$ cat src/rtl/clk_div_prog.sv
// clk_div_prog: runtime-programmable clock divider for the DDS system.
// Divides clk by any N >= 2, producing a registered square wave clk_div
// (floor(N/2) cycles high, the remainder low) and a one-cycle tick at
// every period start. A new divisor is staged as pending and becomes
// active glitch-free at the next period boundary, or at once while idle.
// Optional build macro DIV_ODD_DUTY50_EN: for odd N, OR a negedge-delayed
// copy of the high phase into clk_div, giving an exact 50% duty cycle.
module clk_div_prog #(
  parameter int unsigned      CNT_W       = 32,
  parameter logic [CNT_W-1:0] DIV_DEFAULT = 50_000_000
) (
  input  logic             clk,
  input  logic             rst_n,
  input  logic             en,
  input  logic [CNT_W-1:0] div_val,
  input  logic             div_load,
  output logic             clk_div,
  output logic             tick,
  output logic             div_ack
);

  localparam logic [CNT_W-1:0] ONE = CNT_W'(1);
  localparam logic [CNT_W-1:0] TWO = CNT_W'(2);

  logic [CNT_W-1:0] cnt_q, cnt_d;
  logic [CNT_W-1:0] div_act_q, div_act_d;
  logic [CNT_W-1:0] div_pend_q, div_pend_d;
  logic             pend_q, pend_d;
  logic             clk_div_q, clk_div_d;
  logic             tick_q, tick_d;
  logic             ack_q, ack_d;

  logic [CNT_W-1:0] div_san;
  logic [CNT_W-1:0] half;
  logic             wrap;
  logic             apply;

  // Next-state: count through the period, derive outputs, stage and apply divisors
  always_comb begin
    div_san    = (div_val < TWO) ? TWO : div_val;
    half       = div_act_q >> 1;
    wrap       = (cnt_q == (div_act_q - ONE));
    cnt_d      = cnt_q;
    div_act_d  = div_act_q;
    div_pend_d = div_pend_q;
    pend_d     = pend_q;
    clk_div_d  = clk_div_q;
    tick_d     = tick_q;
    ack_d      = 1'b0;
    apply      = 1'b0;

    if (en) begin
      cnt_d     = wrap ? '0 : (cnt_q + ONE);
      clk_div_d = (cnt_q < half);
      tick_d    = (cnt_q == '0);
      apply     = wrap & pend_q;
    end else begin
      // Idle: no period in progress, so a pending divisor can go live now
      cnt_d     = '0;
      clk_div_d = 1'b0;
      tick_d    = 1'b0;
      apply     = pend_q;
    end

    if (apply) begin
      div_act_d = div_pend_q;
      pend_d    = 1'b0;
      ack_d     = 1'b1;
    end

    // A load on the apply edge stages the new value for the following wrap
    if (div_load) begin
      div_pend_d = div_san;
      pend_d     = 1'b1;
    end
  end

  // State and registered outputs; asynchronous reset discards any pending load
  always_ff @(posedge clk or negedge rst_n) begin
    if (!rst_n) begin
      cnt_q      <= '0;
      div_act_q  <= DIV_DEFAULT;
      div_pend_q <= DIV_DEFAULT;
      pend_q     <= 1'b0;
      clk_div_q  <= 1'b0;
      tick_q     <= 1'b0;
      ack_q      <= 1'b0;
    end else begin
      cnt_q      <= cnt_d;
      div_act_q  <= div_act_d;
      div_pend_q <= div_pend_d;
      pend_q     <= pend_d;
      clk_div_q  <= clk_div_d;
      tick_q     <= tick_d;
      ack_q      <= ack_d;
    end
  end

`ifdef DIV_ODD_DUTY50_EN
  logic neg_q;

  // Half-cycle delayed copy of the high phase, used only for odd divisors
  always_ff @(negedge clk or negedge rst_n) begin
    if (!rst_n) begin
      neg_q <= 1'b0;
    end else begin
      neg_q <= clk_div_q & div_act_q[0];
    end
  end

  assign clk_div = clk_div_q | neg_q;
`else
  assign clk_div = clk_div_q;
`endif

  assign tick    = tick_q;
  assign div_ack = ack_q;

endmodule

$ cat config.mk
export PLATFORM = sky130hd
export DESIGN_NAME = clk_div_prog
export DESIGN_NICKNAME = d
export VERILOG_FILES = /design/src/rtl/clk_div_prog.sv
export SDC_FILE = /design/constraint.sdc
export NUM_CORES = 1
export LEC_CHECK = 0
export ABC_AREA = 1
export CAP_MARGIN = 30
export CORE_UTILIZATION = 55
export CTS_CLUSTER_DIAMETER = 150
export DETAILED_ROUTE_END_ITERATION = 10
export PLACE_DENSITY = 0.75
export SYNTH_ARGS = -nofsm -noshare
export SYNTH_HDL_FRONTEND = slang
export SYNTH_SLANG_ARGS = --single-unit
$ cat constraint.sdc
create_clock -name clk -period 6 [get_ports clk]
set_clock_uncertainty 0.05 [all_clocks]
set_input_delay 0.9 -clock clk [delete_from_list [all_inputs] [get_ports clk]]
set_output_delay 0.9 -clock clk [all_outputs]
set_load 0.03 [all_outputs]
==> results of run 1 <==
per-stage QoR:
stage | area [sq um] | hold WS [ns] | instances | setup WS [ns]
detailed placement | 6962 | 0.4040 | 1049 | 2.696
global placement | 6947 | 0.4026 | 1048 | 2.812
floorplan | 6504 | 0.3925 | 889 | 3.736
global route | 7269 | 0.4363 | 1065 | 2.355
CTS | 7269 | 0.4143 | 1065 | 2.720
finish | 7269 | 0.4124 | 1065 | 2.717
layout by cell type, fill, tap and decap left out, types with 2 or more instances in the layout:
cell / count
inv_2: 5
a21o_1: 2
xnor2_1: 23
nand3_1: 68
nand2_4: 2
o21ai_0: 11
clkbuf_16: 9
nor4_1: 19
nand2_2: 3
o21ai_1: 3
and3_1: 2
a21oi_1: 19
clkdlybuf4s50_1: 37
inv_6: 2
o21bai_1: 4
nand2_1: 290
buf_4: 3
inv_1: 83
nor2_1: 116
nor2_2: 4
dfrtp_1: 76
xor2_1: 37
nand3b_1: 4
dfstp_2: 24
ha_1: 33
nor3_1: 14
nand3_2: 2
nand4_1: 14
layer usage:
layer,part of all wire (%),vias up,track usage (%)
met5,0,-,0
met4,2.6,0,11.02
met3,5.8,31,3.116
met2,45,186,42.24
met1,47,2636,39.66
li1,-,2891,-
path summary, 6_finish.rpt:
| path | cells past startpoint | to | startpoint | slack (ns) |
|---|---|---|---|---|
| worst max-delay path | 15 | div_act_q[5]$_DFFE_PN0P_ | div_act_q[0]$_DFFE_PN0P_ | 2.72 |
| worst min-delay path | 2 | div_pend_q[13]$_DFFE_PN1P_ | div_pend_q[13]$_DFFE_PN1P_ | 0.41 |
| worst max register to register | 15 | div_act_q[5]$_DFFE_PN0P_ | div_act_q[0]$_DFFE_PN0P_ | 2.72 |
| worst min register to register | 2 | div_pend_q[13]$_DFFE_PN1P_ | div_pend_q[13]$_DFFE_PN1P_ | 0.41 |
| max in group asynchronous | 2 | div_pend_q[16]$_DFFE_PN0P_ | rst_n | 4.31 |
| min in group asynchronous | 1 | cnt_q[5]$_DFF_PN0_ | rst_n | 0.48 |
sequential cells by signal, summed over array words and instances (netlist names):
name and count:
clk_div 1, div_ack 1, cnt_q 32, div_act_q 32
div_pend_q 32, tick 1, pend_q 1
kinds of logic after synthesis:
kind of cell | Yosys count | share of synthesized area [%]
and+or+nand+nor | 541 | 35.65
xor gates and xnor gates | 61 | 8.426
DFF | 100 | 38.94
AOI/OAI and AO/OA | 42 | 3.578
buffers and inverters | 112 | 7.060
adders and majority gates | 33 | 6.349
layout make-up:
class	instances	area, sq um	area share [%]
Multi-Input combinational cell	677	3512	48.31
Clock buffer	11	242.7	3.339
Timing Repair Buffer	41	407.9	5.611
Tap cell	143	178.9	2.461
Inverter	88	330.3	4.544
Clock inverter	5	65.06	0.8950
Sequential cell	100	2532	34.84
where the power goes:
part	leakage [uW]	switching, uW	internal [uW]	total [uW]
Combinational	0.00221	242	149	391
Sequential	0.00124	74.2	743	817
Clock	0.000153	271	341	612
critical path, stage by stage (launching register included):
cell and delay (ns):
dfrtp_1 0.39, inv_1 0.12, ha_1 0.25, nand3_4 0.12, nor2_1 0.28, nand2_1 0.17, xor2_1 0.15, nand2_1 0.07
nor2_1 0.08, nand2_1 0.06, nor2_1 0.12, nand3_2 0.12, nand2_4 0.53, nand2_4 0.38, nand2_1 0.16, nand2_1 0.06
==> summary.md, run 1 <==
| Metric | Value |
|---|---|
| Worst vdd ir | 206.5 uV |
| Ant. Diodes | 0 |
| Share of the synthesized area in the top cell type | 29.24% |
| Final Critical Period | 3.283 ns |
| Tot Pwr | 1820 uW |
| CTS Sinks | 100 |
| Aggregate routed wire length | 15.61 mm |
| Clock-pin slew on the worst setup and hold paths | 0.07 ns |
| RSZ-0062 raised after global routing | false |
| Max-cap violations | 0 |
| Die height | 110.7 um |
| Crit share post-route | 54.72% |
| Number of routed nets with antenna violations | 0 |
| Cts hold-fix bufs | 0 |
| Vias per cell | 5.393 |
| Filler cells | 1,041 |
| Top Ports | 39 |
| Synth warn | 0 |
| DRC | 0 |
| Post-CTS sizing | 0 |
| Leak | 0.003599 uW |
| List of most frequent post-synthesis cells | nand2_1, nor2_1, inv_1 |
| Status | finished, final reports clean |
| Largest area contributor in the netlist | dfrtp_1 |
| Required @ worst endpoint | 6.19 ns |
| Final Setup Violations | 0 |
| CTS tree | yes |
| Setup TNS | 0 ns |
| Initial Util | 56.72% |
| Post-route core utilization | 63.39% |
| Clock Latency Late Sink | 0.35 ns |
| Port bufs | 38 |
| Post-synth top flop | dfrtp_1 |
| Die width | 110.7 um |
| Fin. Hold Viols | 0 |
| Syn avg cell area | 7.316 sq um |
| Cell at the root of the clock tree | clkbuf_16 |
| F_max | 304.6 MHz |
| Post-synth EDFFs | 0 |
| Setup Fix Bufs, Post-CTS | 0 |
| CTS Buffer Depth | 2 |
| Area Growth Syn to Fin | 11.77% |
| Grt ovf | 0 |
| PwrDens | 250.4 nW/um^2 |
| Max-slew violations | 0 |
| Critical Path AT | 3.47 ns |
| First-pass GRT wire length | 27.02 mm |
| Worst Setup Start Kind | register |
| CORE AREA | 11,470 sq um |
| Layout Nets | 986 |
| Slew margin rel. | 36.13% |
| CTS Buf Count | 9 |
| Routed vias | 5,744 |
| Die area | 12,260 sq um |
| Vias in the first global route | 5,451 |
| Yosys cell types | 36 |
| Top-count cell post-synth | nand2_1 |
| Crit path kind | register to register |
| Post-Syn Nets | 958 |
| Mapped Area | 6504 sq um |
| Site Rows | 39 |
| Post-DP HPWL | 11.72 mm |
| DR WL/cell | 14.66 um |
| Main area contributors after synthesis | dfrtp_1, nand2_1, dfstp_2 |
| Pre-antenna DRT Iters | 5 |
| FFs w/ async S/R, synth | 100.0% |
| Largest net degree at the start of global routing | 65 |
| Iter 0 DRT Violations | 440 |
| Crit. End Element | register |
| Gpl congestion | 0.9862 |
| Fraction of layout cells with a size suffix above 1 | 6.725% |
| Synth Instances | 889 |
| Sequential area share after synthesis | 38.94% |
| Worst Hold Class | register to register |
| Worst slew pin tran | 0.9570 ns |
| Critical Path Fanout Max | 64 |
| Antenna violations before repair | 0 |
| H-tree depth | 3 |
| FF+latch count, synth | 100 |
| Total global-route track usage | 27.48% |
(Power assumes the default switching activity.)
==> inputs of run 2 (changes only) <==
==> constraint.sdc (replaced) <==
create_clock -name clk -period 3.3 [get_ports clk]
set_clock_uncertainty 0.05 [all_clocks]
set_input_delay 0.495 -clock clk [delete_from_list [all_inputs] [get_ports clk]]
set_output_delay 0.495 -clock clk [all_outputs]
set_load 0.03 [all_outputs]
==> summary.md, run 2 (synthesis results as in run 1) <==
| Metric | Value |
|---|---|
| Status | finished, final reports clean |
| CP delay by family, top | simple AND/OR/NAND/NOR gates |
| PwrDens | 442.0 nW/um^2 |
| Setup Fix Bufs, Post-CTS | 0 |
| Reg2reg start | div_act_q[0]$_DFFE_PN0P_ |
| Crit. End Element | register |
| Slowest stage cell, crit path | dfrtp_1 |
| Clock-pin slew on the worst setup and hold paths | 0.07 ns |
| Reg area | 2532 sq um |
| Pre-antenna DRT Iters | 5 |
| Critical path buffers and inverters | 2 |
| Tot Pwr | 3216 uW |
| Max-slew violations | 0 |
| Number of routed nets with antenna violations | 0 |
| CTS tree | yes |
| RSZ-0062 raised after global routing | false |
| Leak | 0.003596 uW |
| Required @ worst endpoint | 3.48 ns |
| Crit path kind | register to register |
| Die height | 110.7 um |
| Layout Nets | 989 |
| Critical Path AT | 3.09 ns |
| DR WL/cell | 14.30 um |
| Clock Latency Late Sink | 0.36 ns |
| CORE AREA | 11,470 sq um |
| Slew margin rel. | 37.53% |
| Worst vdd ir | 402.2 uV |
| Critical Path Fanout Max | 29 |
| Aggregate routed wire length | 15.27 mm |
| Critical path origin | div_act_q[0]$_DFFE_PN0P_ |
| Area Growth Syn to Fin | 11.87% |
| Routed vias | 5,696 |
| WL met2 | 6.988 mm |
| Initial Util | 56.72% |
| F_max | 343.3 MHz |
| Post-CTS sizing | 0 |
| Gpl congestion | 0.9939 |
| Post-DP HPWL | 11.58 mm |
| Port bufs | 38 |
| Grt ovf | 0 |
| Largest net degree at the start of global routing | 54 |
| Final Setup Violations | 0 |
| Commonest non-fill, non-tap cells in the layout | nand2_1, nor2_1, inv_1 |
| First-pass GRT wire length | 26.26 mm |
| Commonest non-fill, non-tap cell in the layout | nand2_1 |
| Die width | 110.7 um |
| Final Critical Period | 2.913 ns |
| Fraction of layout cells with a size suffix above 1 | 7.027% |
| Worst path cell trace | inv_1 > ha_1 > nand3_4 > nor2_1 > nand2_1 > xor2_1 > nand2_1 > nor2_1 > nand2_1 > nor2_1 > nand3_2 > nand2_4 > buf_4 > nor2_1 |
| H-tree depth | 3 |
| Worst slew pin tran | 0.9360 ns |
| WL met3 | 752 um |
| Filler cells | 1,051 |
| Crit share post-route | 88.26% |
| Setup TNS | 0 ns |
| CTS Sinks | 100 |
| DR top layer | met4 |
| Antenna violations before repair | 0 |
| Most common cell on crit path | nor2_1 |
| Vias in the first global route | 5,350 |
| Cell at the root of the clock tree | clkbuf_16 |
| Vias per cell | 5.333 |
| Total global-route track usage | 26.83% |
| Top Ports | 39 |
| Max-cap violations | 0 |
| Fin. Hold Viols | 0 |
| Worst stage delay on the critical path | 0.40 ns |
| CTS Buffer Depth | 2 |
| CTS Buf Count | 9 |
| Site Rows | 39 |
| Pre-CTS setup slack | 0.4721 ns |
| Fin worst setup slack | 0.3874 ns |
| WL met1 | 7.172 mm |
| Cts hold-fix bufs | 0 |
| Die area | 12,260 sq um |
| Worst Setup Start Kind | register |
| Area of the multi-input gates | 3512 sq um |
| DRC | 0 |
| Ant. Diodes | 0 |
| Iter 0 DRT Violations | 362 |
| Worst Hold Class | input pin to asynchronous set/reset pin |
| Top flop regs | cnt_q x32, div_act_q x32, div_pend_q x32 |
[run 2: worst register-to-register path: cells and delay by family (launching register included)]
kind	cells	cell delay (ns)
and+or+nand+nor	10	1.44
buffers and inverters	2	0.49
DFF	1	0.40
adders and majority gates	1	0.26
xor gates and xnor gates	1	0.15
[run 2: metrics by stage]
step / hold WS [ns] / instances / instance area [sq um] / util (%)
global route: 0.1895 / 1068 / 7276 / 63.45
floorplan: 0.1494 / 889 / 6504 / -
global placement: 0.4033 / 1052 / 6989 / 60.95
CTS: 0.1520 / 1068 / 7276 / 63.45
finish: 0.1308 / 1068 / 7276 / 63.45
detailed placement: 0.4041 / 1052 / 6989 / 60.95
[run 2: report_power, final]
part           switching (uW)  internal, uW  leakage, uW
registers                 137          1350      0.00124
clock network             486           542     0.000134
logic                     427           272      0.00222
[run 2: area by class of cell]
cell class              count  share of cell area (%)
inverters                  88                   4.540
clock inverters             5                  0.6019
flip-flops and latches    100                   34.81
multi-input cells         677                   48.27
clock buffers              11                   3.336
repair buffers             44                   5.985
well taps                 143                   2.459
[run 2: path summary, 6_finish.rpt]
check	end	slack, ns	depth (start not counted)
worst min register to register	div_pend_q[19]$_DFFE_PN1P_	0.41	2
max in group asynchronous	div_pend_q[19]$_DFFE_PN1P_	2.37	2
worst max register to register	cnt_q[26]$_DFF_PN0_	0.39	14
min in group clk	div_pend_q[19]$_DFFE_PN1P_	0.41	2
worst max-delay path	cnt_q[26]$_DFF_PN0_	0.39	14
worst min-delay path	cnt_q[6]$_DFF_PN0_	0.13	1
[run 2: routing by layer]
layer,track usage (%),up-vias
li1,-,2891
met1,36.96,2618
met2,42.40,160
met3,4.921,27
met4,9.511,0
met5,0,-
==> inputs of run 3 (changes only) <==
--- a/config.mk
+++ b/config.mk
@@ -10,7 +10,9 @@
 export CORE_UTILIZATION = 55
 export CTS_CLUSTER_DIAMETER = 150
 export DETAILED_ROUTE_END_ITERATION = 10
+export HOLD_SLACK_MARGIN = 0.12
 export PLACE_DENSITY = 0.75
 export SYNTH_ARGS = -nofsm -noshare
 export SYNTH_HDL_FRONTEND = slang
 export SYNTH_SLANG_ARGS = --single-unit
+export TNS_END_PERCENT = 100
==> results of run 3 <==
No change in the layout: final DEF, timing and power equal those of run 2.
